**src/rtl/msg_pkg.sv**
```systemverilog
// Shared helpers for the message arbitration queue: index widths, FIFO entry layout,
// FIFO operation encoding and saturating arithmetic.
package msg_pkg;

    function automatic int unsigned ChanIdxWidth(input int unsigned n);
        return (n <= 1) ? 1 : $clog2(n);
    endfunction

    // FIFO entry is {chan, msg}: the channel sits above the message bits.
    function automatic int unsigned entry_width(input int unsigned cw, input int unsigned ml);
        return cw + ml;
    endfunction

    function automatic int unsigned entry_chan_lsb(input int unsigned ml);
        return ml;
    endfunction

    typedef enum logic [1:0] {
        FIFO_IDLE = 2'b00,
        FIFO_POP  = 2'b01,
        FIFO_PUSH = 2'b10,
        FIFO_BOTH = 2'b11
    } fifo_op_e;

    function automatic longint unsigned sat_add(input longint unsigned a,
                                                input longint unsigned b,
                                                input int unsigned     width);
        longint unsigned max_v;
        longint unsigned sum;
        max_v = (64'd1 << width) - 64'd1;
        sum   = a + b;
        return (sum > max_v) ? max_v : sum;
    endfunction

endpackage

```
**src/rtl/rr_arbiter.sv**
```systemverilog
// Round-robin arbiter: grants the first requester at or after the rotating pointer,
// then moves the pointer just past the winner.
module rr_arbiter
    import msg_pkg::*;
#(
    parameter int unsigned N = 4
) (
    input  logic                        clk,
    input  logic                        rst,
    input  logic [N-1:0]                req,
    input  logic                        en,
    output logic                        gnt_valid,
    output logic [ChanIdxWidth(N)-1:0]  gnt_idx
);

    localparam int unsigned W = ChanIdxWidth(N);
    localparam logic [W-1:0] LastIdx = W'(N - 1);

    logic [W-1:0] rr_ptr_q, rr_ptr_d;
    logic [W-1:0] sel;
    logic         found;
    int unsigned  cand;

    always_comb begin
        found = 1'b0;
        sel   = '0;
        cand  = 0;
        for (int unsigned i = 0; i < N; i++) begin
            cand = 32'(rr_ptr_q) + i;
            if (cand >= N) cand = cand - N;
            if (!found && req[W'(cand)]) begin
                found = 1'b1;
                sel   = W'(cand);
            end
        end
        gnt_valid = found & en;
        gnt_idx   = sel;
        rr_ptr_d  = rr_ptr_q;
        if (gnt_valid) rr_ptr_d = (sel == LastIdx) ? '0 : sel + 1'b1;
    end

    always_ff @(posedge clk) begin
        if (rst) rr_ptr_q <= '0;
        else     rr_ptr_q <= rr_ptr_d;
    end

endmodule

```
**src/rtl/msg_arb_queue.sv**
```systemverilog
// Multi-channel message queue: one pending slot per channel, round-robin arbitration
// into a shared FIFO drained over valid/ready, with saturating drop accounting.
module msg_arb_queue
    import msg_pkg::*;
#(
    parameter int unsigned ChanCount    = 4,
    parameter int unsigned MsgLen       = 8,
    parameter int unsigned Depth        = 4,
    parameter int unsigned DropCntWidth = 8
) (
    input  logic                                clk,
    input  logic                                rst,
    input  logic [ChanCount-1:0]                in_trigger,
    input  logic [ChanCount*MsgLen-1:0]         in_msg,
    output logic                                out_valid,
    input  logic                                out_ready,
    output logic [MsgLen-1:0]                   out_msg,
    output logic [ChanIdxWidth(ChanCount)-1:0]  out_chan,
    output logic [$clog2(Depth):0]              out_level,
    output logic [DropCntWidth-1:0]             drop_count,
    output logic [ChanCount-1:0]                drop_sticky,
    input  logic                                drop_clear
);

    localparam int unsigned CW   = ChanIdxWidth(ChanCount);
    localparam int unsigned AW   = $clog2(Depth);
    localparam int unsigned EW   = entry_width(CW, MsgLen);
    localparam int unsigned CLSB = entry_chan_lsb(MsgLen);
    localparam logic [AW:0] LevelFull = (AW + 1)'(Depth);

    logic [ChanCount-1:0]             pend_q, pend_d;
    logic [ChanCount-1:0][MsgLen-1:0] pmsg_q, pmsg_d;
    logic [EW-1:0]                    mem_q [Depth];
    logic [AW-1:0]                    wr_ptr_q, wr_ptr_d, rd_ptr_q, rd_ptr_d;
    logic [AW:0]                      level_q, level_d;
    logic [DropCntWidth-1:0]          dcnt_q, dcnt_d;
    logic [ChanCount-1:0]             sticky_q, sticky_d;

    logic          gnt_valid, push, pop, fifo_room, granted;
    logic [CW-1:0] gnt_idx;
    logic [EW-1:0] head;
    logic [ChanCount-1:0] drop_vec;
    int unsigned   ndrop;
    fifo_op_e      fifo_op;

    assign out_valid = (level_q != '0);
    assign pop       = out_valid & out_ready;
    // A pop in the same cycle frees the slot the grant will write into.
    assign fifo_room = (level_q != LevelFull) | pop;
    assign push      = gnt_valid;

    rr_arbiter #(.N(ChanCount)) u_arb (
        .clk       (clk),
        .rst       (rst),
        .req       (pend_q),
        .en        (fifo_room),
        .gnt_valid (gnt_valid),
        .gnt_idx   (gnt_idx)
    );

    always_comb begin
        pend_d   = pend_q;
        pmsg_d   = pmsg_q;
        drop_vec = '0;
        ndrop    = 0;
        granted  = 1'b0;
        for (int unsigned c = 0; c < ChanCount; c++) begin
            granted = gnt_valid && (gnt_idx == CW'(c));
            if (granted) pend_d[c] = 1'b0;
            if (in_trigger[c]) begin
                if (!pend_q[c] || granted) begin
                    pend_d[c] = 1'b1;
                    pmsg_d[c] = in_msg[c*MsgLen +: MsgLen];
                end else begin
                    drop_vec[c] = 1'b1;
                    ndrop       = ndrop + 1;
                end
            end
        end
        // Clear and a coincident drop: the clear zeroes history, the new drop survives.
        dcnt_d   = DropCntWidth'(sat_add(drop_clear ? 64'd0 : 64'(dcnt_q), 64'(ndrop), DropCntWidth));
        sticky_d = (drop_clear ? '0 : sticky_q) | drop_vec;
    end

    always_comb begin
        wr_ptr_d = wr_ptr_q;
        rd_ptr_d = rd_ptr_q;
        level_d  = level_q;
        fifo_op  = fifo_op_e'({push, pop});
        unique case (fifo_op)
            FIFO_PUSH: begin
                wr_ptr_d = wr_ptr_q + 1'b1;
                level_d  = level_q + 1'b1;
            end
            FIFO_POP: begin
                rd_ptr_d = rd_ptr_q + 1'b1;
                level_d  = level_q - 1'b1;
            end
            FIFO_BOTH: begin
                wr_ptr_d = wr_ptr_q + 1'b1;
                rd_ptr_d = rd_ptr_q + 1'b1;
            end
            default: ;
        endcase
    end

    always_ff @(posedge clk) begin
        if (rst) begin
            pend_q   <= '0;
            pmsg_q   <= '0;
            wr_ptr_q <= '0;
            rd_ptr_q <= '0;
            level_q  <= '0;
            dcnt_q   <= '0;
            sticky_q <= '0;
        end else begin
            pend_q   <= pend_d;
            pmsg_q   <= pmsg_d;
            wr_ptr_q <= wr_ptr_d;
            rd_ptr_q <= rd_ptr_d;
            level_q  <= level_d;
            dcnt_q   <= dcnt_d;
            sticky_q <= sticky_d;
        end
    end

    always_ff @(posedge clk) begin
        if (push) mem_q[wr_ptr_q] <= {gnt_idx, pmsg_q[gnt_idx]};
    end

    // Head fields are masked while empty so stale storage never shows after reset.
    assign head        = mem_q[rd_ptr_q];
    assign out_msg     = out_valid ? head[MsgLen-1:0] : '0;
    assign out_chan    = out_valid ? head[CLSB +: CW] : '0;
    assign out_level   = level_q;
    assign drop_count  = dcnt_q;
    assign drop_sticky = sticky_q;

endmodule

```
**config.mk**
```make
export PLATFORM = sky130hd
export DESIGN_NAME = msg_arb_queue
export DESIGN_NICKNAME = d
export VERILOG_FILES = /design/src/rtl/msg_pkg.sv /design/src/rtl/rr_arbiter.sv /design/src/rtl/msg_arb_queue.sv
export SDC_FILE = /design/constraint.sdc
export NUM_CORES = 1
export LEC_CHECK = 0
export ABC_AREA = 1
export BUFFER_PORTS_ARGS = -buffer_cell sky130_fd_sc_hd__buf_4
export CORE_MARGIN = 2
export CORE_UTILIZATION = 62
export DETAILED_ROUTE_END_ITERATION = 12
export PLACE_DENSITY = 0.93
export SLEW_MARGIN = 25
export SYNTH_ARGS = -nofsm -noshare
export SYNTH_HDL_FRONTEND = slang
export SYNTH_SLANG_ARGS = --single-unit
```
**constraint.sdc**
```tcl
create_clock -name clk -period 12.9 [get_ports clk]
set_clock_uncertainty 0.2 [all_clocks]
set_input_delay 1.29 -clock clk [delete_from_list [all_inputs] [get_ports clk]]
set_output_delay 1.29 -clock clk [all_outputs]
set_load 0.03 [all_outputs]
```
Word level (Yosys, flattened, before mapping)
Memory sizes are Yosys's and may differ from the RTL's. A register that Yosys moved wholly into a read port is not among the register bits.
Index checks and enable logic that the tools add are counted.
- shift-type cells: 0
- order comparisons: 10
- eq/ne operators: 7
- div/mod/pow operators: 0
- add/subtract/negate cells: 16
- reduce and logical (&&, ||, !) cells: 27
- muxes and demuxes: 61
- bitwise operators: 4
- $mul: 0
- operators with widths (cell ; count):
    $mux 32 ; 6
    $add 32x1->32 const B ; 3
    $add 8x32->33 ; 1
    $gt 33x8->1 const B ; 1
    $mux 1 ; 32
    $mux 8 ; 4
    $mux 2 ; 12
    $bmux 8 s2 ; 1
    $lt 2x3->1 const B ; 5
    $ge 3x3->1 const B ; 3
    $bmux 1 s2 ; 4
    $eq 2x2->1 const B ; 4
    $reduce_and 2->1 ; 4
    $sub 2x1->2 const B ; 4
    $logic_and 1x1->1 ; 7
    $logic_not 1->1 ; 7
    $add 2x1->2 const B ; 3
    $add 2x2->3 const B ; 2
    $pmux 3 s2 ; 1
    $eq 2x1->1 const B ; 2
    $logic_or 1x1->1 ; 4
    $mux 4 ; 1
    $or 4x4->4 ; 1
    $reduce_or 2->1 ; 2
    other kinds (10) ; 11
- input port bits: 40
- flip-flop bits (word level): 57
- memories: 1
- output and inout port bits: 26
- ROM bits: 0
- RAM bits: 40
- logic and storage cells: 137
- bits in latches: 0
- memories (name ; depth ; bits a word ; rd ports ; clocked after Yosys merged registers in ; write ports ; RTL line ; source):
    mem_q ; 4 ; 10 ; 1 ; 1 ; 1 ; msg_arb_queue.sv:33 ; logic [EW-1:0] mem_q [Depth];

Longest topological paths before layout
Gate-level depths: netlist (run 1).
- depth after elaboration: 31
- depth in mapped cells: 35

By module
Synthesis (run 1) repeated with hierarchy kept, for this count alone.
- cells, all modules: 587
- area, all modules: 4917.2 um^2
- modules (own cells, without submodules) (module ; sequential area each (um^2) ; area an instance (um^2) ; cells an instance ; times used):
    msg_arb_queue ; 2342.2 ; 4434.3 ; 500 ; 1
    rr_arbiter ; 40.0 ; 483.0 ; 87 ; 1

Worst setup path before layout (run 1)
No wires, ideal clock.
- path kind: in2reg
- from: input out_ready
- to: register dcnt_q[7] (netlist: drop_count[7])
- buffers on the path: 0
- slack: 8.325 ns
- stages on the path: 20
- arrival time: 4.310 ns
- cell sequence: inv_1 > nand3_1 > nand3_1 > nand2_1 > nor2_1 > nand4_2 > nand2_1 > inv_1 > ha_1 > o21ai_1 > inv_1 > ha_1 > o21ai_1 > fa_1 > o21ai_0 > nand4_1 > nand3b_1 > o21ai_0 > a21oi_1 > nor2_1
- word-level cells in the longest chain between the ends: 19
- elaborated cells between the ends (all ways): 25
- those cells by class: 4 x add/sub; 1 x order compare; 9 x mux; 3 x bitwise; 8 x reduce/logical
- ends and longest elaborated chain (element ; RTL line ; source):
    start: declaration ; msg_arb_queue.sv:16 ; input logic out_ready,
    $and 1x1->1 * ; msg_arb_queue.sv:47 ; assign pop = out_valid & out_ready;
    $or 1x1->1 * ; msg_arb_queue.sv:49 ; assign fifo_room = (level_q != LevelFull) | pop;
    $and 1x1->1 * ; rr_arbiter.sv:36 ; gnt_valid = found & en;
    $logic_and 1x1->1 ; msg_arb_queue.sv:68 ; granted = gnt_valid && (gnt_idx == CW'(c));
    $logic_or 1x1->1 ; msg_arb_queue.sv:71 ; if (!pend_q[c] || granted) begin
    $mux 1 ; msg_arb_queue.sv:71 ;
    $mux 1 ; msg_arb_queue.sv:70 ; if (in_trigger[c]) begin
    $add 32x1->32 ; msg_arb_queue.sv:76 ; ndrop = ndrop + 1;
    (+3 left out) ; - ;
    $mux 32 ; msg_arb_queue.sv:71 ;
    $mux 32 ; msg_arb_queue.sv:70 ;
    $add 32x1->32 ; msg_arb_queue.sv:76 ;
    $mux 32 ; msg_arb_queue.sv:71 ;
    $mux 32 * ; msg_arb_queue.sv:70 ;
    $add 8x32->33 * ; msg_pkg.sv:31 ; sum = a + b;
    $gt 33x8->1 ; msg_pkg.sv:32 ; return (sum > max_v) ? max_v : sum;
    $mux 8 * ; msg_pkg.sv:32 ;
    end signal: assignment ; msg_arb_queue.sv:122 ; dcnt_q <= dcnt_d;
    end: declaration ; msg_arb_queue.sv:36 ; logic [DropCntWidth-1:0] dcnt_q, dcnt_d;
Every way passes the cells marked *; elsewhere a longest branch is shown, timed or not.
A chain may end at the register's enable or synchronous reset.

Final worst setup path (run 1)
- from: register u_arb.rr_ptr_q[0]
- to: register dcnt_q[7] (netlist: drop_count[7])
- word-level cells in the longest chain between the ends: 31
- elaborated cells between the ends (all ways): 64
- those cells by class: 11 x add/sub; 5 x order compare; 3 x eq/ne; 29 x mux; 1 x bitwise; 15 x reduce/logical
- ends and longest elaborated chain (element ; RTL line ; source):
    start: declaration ; rr_arbiter.sv:19 ; logic [W-1:0] rr_ptr_q, rr_ptr_d;
    start signal: assignment ; rr_arbiter.sv:44 ; else rr_ptr_q <= rr_ptr_d;
    parallel branches: the longest is 27 deep, another holds $add 2x1->3 ; - ;
    $mux 32 * ; msg_arb_queue.sv:70 ;
    $add 8x32->33 * ; msg_pkg.sv:31 ;
    $gt 33x8->1 ; msg_pkg.sv:32 ;
    $mux 8 * ; msg_pkg.sv:32 ;
Mark *: on every way between the ends. The select of a mux whose other input is x is not followed.

==> impl_metrics.ini, run 1 <==
[pwr]
internal-power_mw = 0.779
p_leak_nw = 2.34
p_clk_share_pct = 15.0
p_per_area_mw_per_mm2 = 262
p_seq_share_pct = 37.4
p_total_mw = 1.42
p_switching_mw = 0.639
p_sw_share_pct = 45.1
vdd_drop_max_mv = 0.127
p_comb_share_pct = 47.6

[timing]
whs_ns = 0.266
maxClockFrequency_mhz = 186
slew_headroom_pct = 35.0
setup_ws_ns = 7.51
slew_violations = 0
grt_setup_unrepaired = no
setup_viol = 0
finalCritPeriodShare_pct = 41.8
post-route-min-period_ns = 5.39
finalSetupTns_ns = 0
tightest_slew_ns = 0.972
hold_viol = 0

[logic_synthesis]
avgSynthCellArea_sq_um = 8.31
ys_seq_area_share_pct = 51.0
synth.ff_latch_count = 99
yosys.area.top_type = edfxtp_1
synth_cell_types = 35
netlist_area_sq_mm = 0.00467
synth_warnings = 0
synthTopCellsByArea = edfxtp_1 26%, dfxtp_1 25%, nand2_1 9.6%, a21oi_1 7.0%, nor2_1 5.9%
synth_nets = 618
syn_inst = 562
synth_top_area_share_pct = 25.7

[layout]
n_antenna_cell = 0
finalNetCount = 677
final_cell_area_sq_mm = 0.00542
utilization_pct = 74.3
final_cells = 725
area_delta_synth_final_pct = 16.0
final_common_cell = nand2_1
mostFrequentLayoutCells = 119 x nand2_1, 73 x nor2_1, 65 x a21oi_1, 65 x buf_4, 59 x dfxtp_1
layout-drive-gt1-share_pct = 17.6

[placed_design]
place_area_sq_mm = 0.00520
place_ws_ns = 7.61
io_buffers = 65
dpl.hpwl_um = 7310
dp.cells = 709
gp_congestion = 0.855

[detailed_routing]
antenna_left = 0
routed_wl_um = 10300
drt-initial-drc-count = 236
via_per_inst = 5.48
route.detailed.drc = 0
dr.pass1.iters = 5
wl_per_cell_um = 14.3
vias = 3974

[critical_path]
critical_path_required_ns = 13.00
criticalPathCategory = flop to flop
arrival_ns = 5.49
endpoint_kind = flop
worst-path-max-fanout = 12
cp-start-kind = flop

[clock_network]
insertion_delay_ns = 0.36
cts_buffers = 9
postCtsSetupBuffers = 0
cts_root_buf = clkbuf_8
htree_levels = 3
hold_buffers = 0
cts_resized = 0
numClockSinks = 99
clock_path_buffers = 2
path_clk_slew_ns = 0.10
cts_tree = built

[grt]
grt_use_met3_pct = 5.84
use_met2_pct = 43.7
grt_use_met1_pct = 31.9
grt_pass1_vias = 3677
gr-total-overflow = 0
grt_antenna_before_repair = 0
grt_pass1_wl_um = 16700
grt_max_degree = 59
busiest_layer = met2
grt_use_total_pct = 25.2

[floorplanning]
die_width_um = 90.8
fp.coreArea_sq_mm = 0.00729
rows = 31
num_io_pins = 66
die_area_sq_mm = 0.00824
die_h_um = 90.8
initial_utilization_pct = 64.1

[job]
drv_cap = 0

[status]
outcome = completed

[hold_path]
hold_path.class = flop to flop
## cells in the mapped netlist
master,n
a211oi_1,11
a211oi_2,1
a21oi_1,65
a21oi_2,1
a31oi_1,1
buf_2,1
buf_6,1
buf_8,1
clkbuf_1,14
clkinv_1,2
dfxtp_1,59
edfxtp_1,40
fa_1,2
ha_1,14
inv_1,51
inv_2,6
inv_4,1
inv_8,1
nand2_1,119
nand2_2,6
nand2_4,2
nand3_1,32
nand3_2,5
nand3b_1,1
nand4_1,1
nand4_2,1
nor2_1,73
nor2_2,3
nor2_4,2
nor3b_1,3
o21a_1,2
o21ai_0,31
o21ai_1,4
xnor2_1,1
xor2_1,4
## logic make-up (layout without fill, tap and decap cells)
kind of cell    count (synthesis)  count (layout)  synth area share [%]
simple gates                  248             248                  23.1
fa+ha+maj                      16              16                  4.61
flops                          99              99                  51.0
xor+xnor                        5               5                 0.938
compound gates                116             116                  13.4
buf+inv                        78             142                  6.91
## worst max-delay path: stages, from the launching register on
cell	delay, ns
dfxtp_1	0.61
inv_8	0.07
nand2_1	0.09
nand2_2	0.08
nor2_1	0.17
nor2_1	0.08
nand3_2	0.11
nand3_1	0.39
ha_1	0.38
nand3_1	0.08
nand2_1	0.09
nor2_1	0.15
nand4_2	0.15
nand2_1	0.14
inv_1	0.06
ha_1	0.29
o21ai_1	0.24
inv_1	0.07
ha_1	0.30
o21ai_1	0.09
fa_1	0.43
o21ai_0	0.28
nand4_1	0.17
nand3b_1	0.34
o21ai_0	0.15
a21oi_1	0.06
nor2_1	0.08
## path summary, 6_finish.rpt
kind	to	start	slack [ns]	cells after the start
max	drop_count[7]$_SDFF_PP0_	u_arb.rr_ptr_q[0]$_SDFFE_PP0P_	7.51	26
max reg2reg	drop_count[7]$_SDFF_PP0_	u_arb.rr_ptr_q[0]$_SDFFE_PP0P_	7.51	26
min	pmsg_q[5]$_SDFFE_PP0P_	pmsg_q[5]$_SDFFE_PP0P_	0.27	2
min reg2reg	pmsg_q[5]$_SDFFE_PP0P_	pmsg_q[5]$_SDFFE_PP0P_	0.27	2
## power by group through the flow
stage / Combinational [mW] / Sequential [mW] / Clock (mW)
after floorplan: 0.485 / 0.532 / 0
after global placement: 0.638 / 0.531 / 0
after detailed placement: 0.663 / 0.536 / 0
after CTS: 0.668 / 0.529 / 0.212
after global routing: 0.745 / 0.540 / 0.225
final: 0.675 / 0.530 / 0.212
## metal layers
layer,wire [um],vias up
li1,-,1977
met1,4400,1823
met2,5060,165
met3,777,9
met4,102,0
met5,0,-
## state kept, by name, indices dropped and copies added (netlist names), named ones only
register and cells:
out_level 3, pend_q 4, mem_q 40, drop_sticky 4
rd_ptr_q 2, wr_ptr_q 2, u_arb.rr_ptr_q 2, pmsg_q 32
drop_count 8
## area by class of cell
type,instances,area [sq um]
fillers,524,1870
well taps,99,124
clock buffers,9,124
inverters,61,239
clock inverters,7,95.1
flip-flops and latches,99,2380
multi-input cells,385,1970
repair buffers,65,488
(Power assumes the default switching activity.)
==> run 2, diff against run 1 <==
Settings changed: CORE_UTILIZATION 62 to 57, PLACE_DENSITY 0.93 to 0.87.
Clock period 12.9 ns to 5.17 ns, I/O delays scaled along.
==> run 2 against run 1 <==
Clock power up 140%. Design area grew 0.16%. Hold slack worse by 0.076 ns. Sequential power grew to 2.5 times the previous value. Non-clock buffer count increased by 1. First-iteration DRC count increased by 36%. Critical path depth up 1. Wire length rose by 1.1%. Combinational power rose to 2.5 times the previous value. Flip-flop and latch count did not move. Largest power group unchanged. Highest routed layer unchanged.
==> impl_metrics.ini, run 2 (synthesis gave the netlist of run 1 again) <==
[layout]
nFillCells = 669
area_delta_synth_final_pct = 16.2
n_antenna_cell = 0
top_register = mem_q
multi_input_area_sq_mm = 0.00197
mostFrequentLayoutCells = 119 x nand2_1, 73 x nor2_1, 66 x buf_4, 65 x a21oi_1, 57 x dfxtp_1
finalNetCount = 678
layout-drive-gt1-share_pct = 18.0
final_cells = 732
layout.area.seq_sq_mm = 0.00239
final_common_cell = nand2_1
largest_reg_flops = 40
utilization_pct = 67.1

[floorplanning]
initial_utilization_pct = 57.7
die_area_sq_mm = 0.00893
num_io_pins = 66
fp.coreArea_sq_mm = 0.00809
rows = 33
die_width_um = 94.5
die_h_um = 94.5

[clock_network]
postCtsSetupBuffers = 0
htree_levels = 3
cts_resized = 0
insertion_delay_ns = 0.37
cts_root_buf = clkbuf_8
path_clk_slew_ns = 0.11
cts_buffers = 9
numClockSinks = 99
cts_tree = built
hold_buffers = 0
clock_path_buffers = 2

[detailed_routing]
routed_wl_um = 10400
antenna_left = 0
wl_per_cell_um = 14.3
route.detailed.drc = 0
drt-initial-drc-count = 322
vias = 3943
dr.pass1.iters = 5
via_per_inst = 5.39

[placed_design]
gp_congestion = 0.849
place_ws_ns = 0.202
dp.cells = 716
io_buffers = 65
dpl.hpwl_um = 7490

[critical_path]
r2r_cells = 27
r2r_end = drop_count[7]$_SDFF_PP0_
r2r_slack_ns = 0.44
critical_path_required_ns = 5.28
rr_startpoint = pend_q[1]$_SDFF_PP0_
cp-start-kind = flop
arrival_ns = 4.84
worst-path-max-fanout = 8
criticalPathCategory = flop to flop
endpoint_kind = flop

[grt]
grt_use_total_pct = 24.1
grt_pass1_wl_um = 16500
grt_antenna_before_repair = 0
grt_pass1_vias = 3559
grt_max_degree = 59
gr-total-overflow = 0

[hold_path]
hold_end = pmsg_q[25]$_SDFFE_PP0P_
min_from = in_msg[25]
hold_path.class = input port to flop
hold-path-cell-count = 3

[timing]
maxClockFrequency_mhz = 211
grt_setup_unrepaired = no
finalCritPeriodShare_pct = 91.5
slew_headroom_pct = 36.1
slew_violations = 0
setup_viol = 0
hold_viol = 0
tightest_slew_ns = 0.955
setup_ws_ns = 0.441
finalSetupTns_ns = 0
post-route-min-period_ns = 4.73

[pwr]
p_leak_nw = 2.34
p_per_area_mw_per_mm2 = 653
vdd_drop_max_mv = 0.284

[status]
outcome = completed

[job]
drv_cap = 0
## run 2: cell count changes in the layout (fill, tap and decap cells not counted), sizes merged
| cell | delta |
|---|---|
| bufinv | -1 |
| buf | +1 |
| inv | +1 |
## run 2: metal layers
metal | part of all wire (%) | track usage (%) | vias to the layer above | wire length (um)
met5 | 0 | 0 | - | 0
met4 | 2.2 | 10.1 | 0 | 231
met3 | 5.0 | 3.35 | 16 | 522
met2 | 50 | 41.7 | 125 | 5230
met1 | 43 | 30.2 | 1826 | 4460
li1 | - | - | 1976 | -
## run 2: critical path, stage by stage, from the launching register on
cell and delay (ns):
dfxtp_1 0.39, inv_1 0.10, nand2_1 0.07, nand3_1 0.13, nand2_2 0.08, nor2_2 0.15
nand3_1 0.13, inv_1 0.12, nor2_4 0.06, ha_1 0.17, nand3_1 0.08, nand2_1 0.09
nor2_1 0.15, nand4_2 0.15, nand2_1 0.15, inv_1 0.05, ha_1 0.29, o21ai_1 0.22
inv_1 0.07, ha_1 0.29, o21ai_1 0.10, fa_1 0.44, o21ai_1 0.22, nand4_1 0.16
nand3b_1 0.35, o21ai_0 0.16, a21oi_1 0.06, nor2_1 0.07
## run 2: how the worst max path moves through the flow
stage,from,endpoint
finish,pend_q[1]$_SDFF_PP0_,drop_count[7]$_SDFF_PP0_
global route,u_arb.rr_ptr_q[0]$_SDFFE_PP0P_,drop_count[7]$_SDFF_PP0_
CTS,u_arb.rr_ptr_q[0]$_SDFFE_PP0P_,drop_count[7]$_SDFF_PP0_
detailed placement,u_arb.rr_ptr_q[0]$_SDFFE_PP0P_,drop_count[7]$_SDFF_PP0_
global placement,u_arb.rr_ptr_q[0]$_SDFFE_PP0P_,drop_count[7]$_SDFF_PP0_
floorplan,u_arb.rr_ptr_q[0]$_SDFFE_PP0P_,drop_count[7]$_SDFF_PP0_
## run 2: final cells by class
cell class                 instances  area share (%)
inverter                          61            4.40
clock buffer                       9            2.28
multi-input combinational        385            36.2
timing repair buffer              66            9.13
tap                              105            2.42
clock inverter                     7            1.54
sequential                        99            44.0
## run 2: power by group
| part | leakage, nW | internal, mW | switching [mW] | total [mW] |
|---|---|---|---|---|
| Sequential | 0.867 | 1.21 | 0.118 | 1.33 |
| Combinational | 1.36 | 0.513 | 1.19 | 1.71 |
| Clock | 0.106 | 0.197 | 0.312 | 0.508 |
| Total | 2.34 | 1.92 | 1.62 | 3.54 |
## run 2: metrics by stage
stage	hold slack, ns	instance area, sq um	power, mW
6_report	0.190	5430	3.54
4_1_cts	0.182	5420	3.53
2_1_floorplan	0.238	4670	2.54
3_3_place_gp	0.253	5210	2.95
3_5_place_dp	0.258	5210	3.03
5_1_grt	0.183	5430	3.78
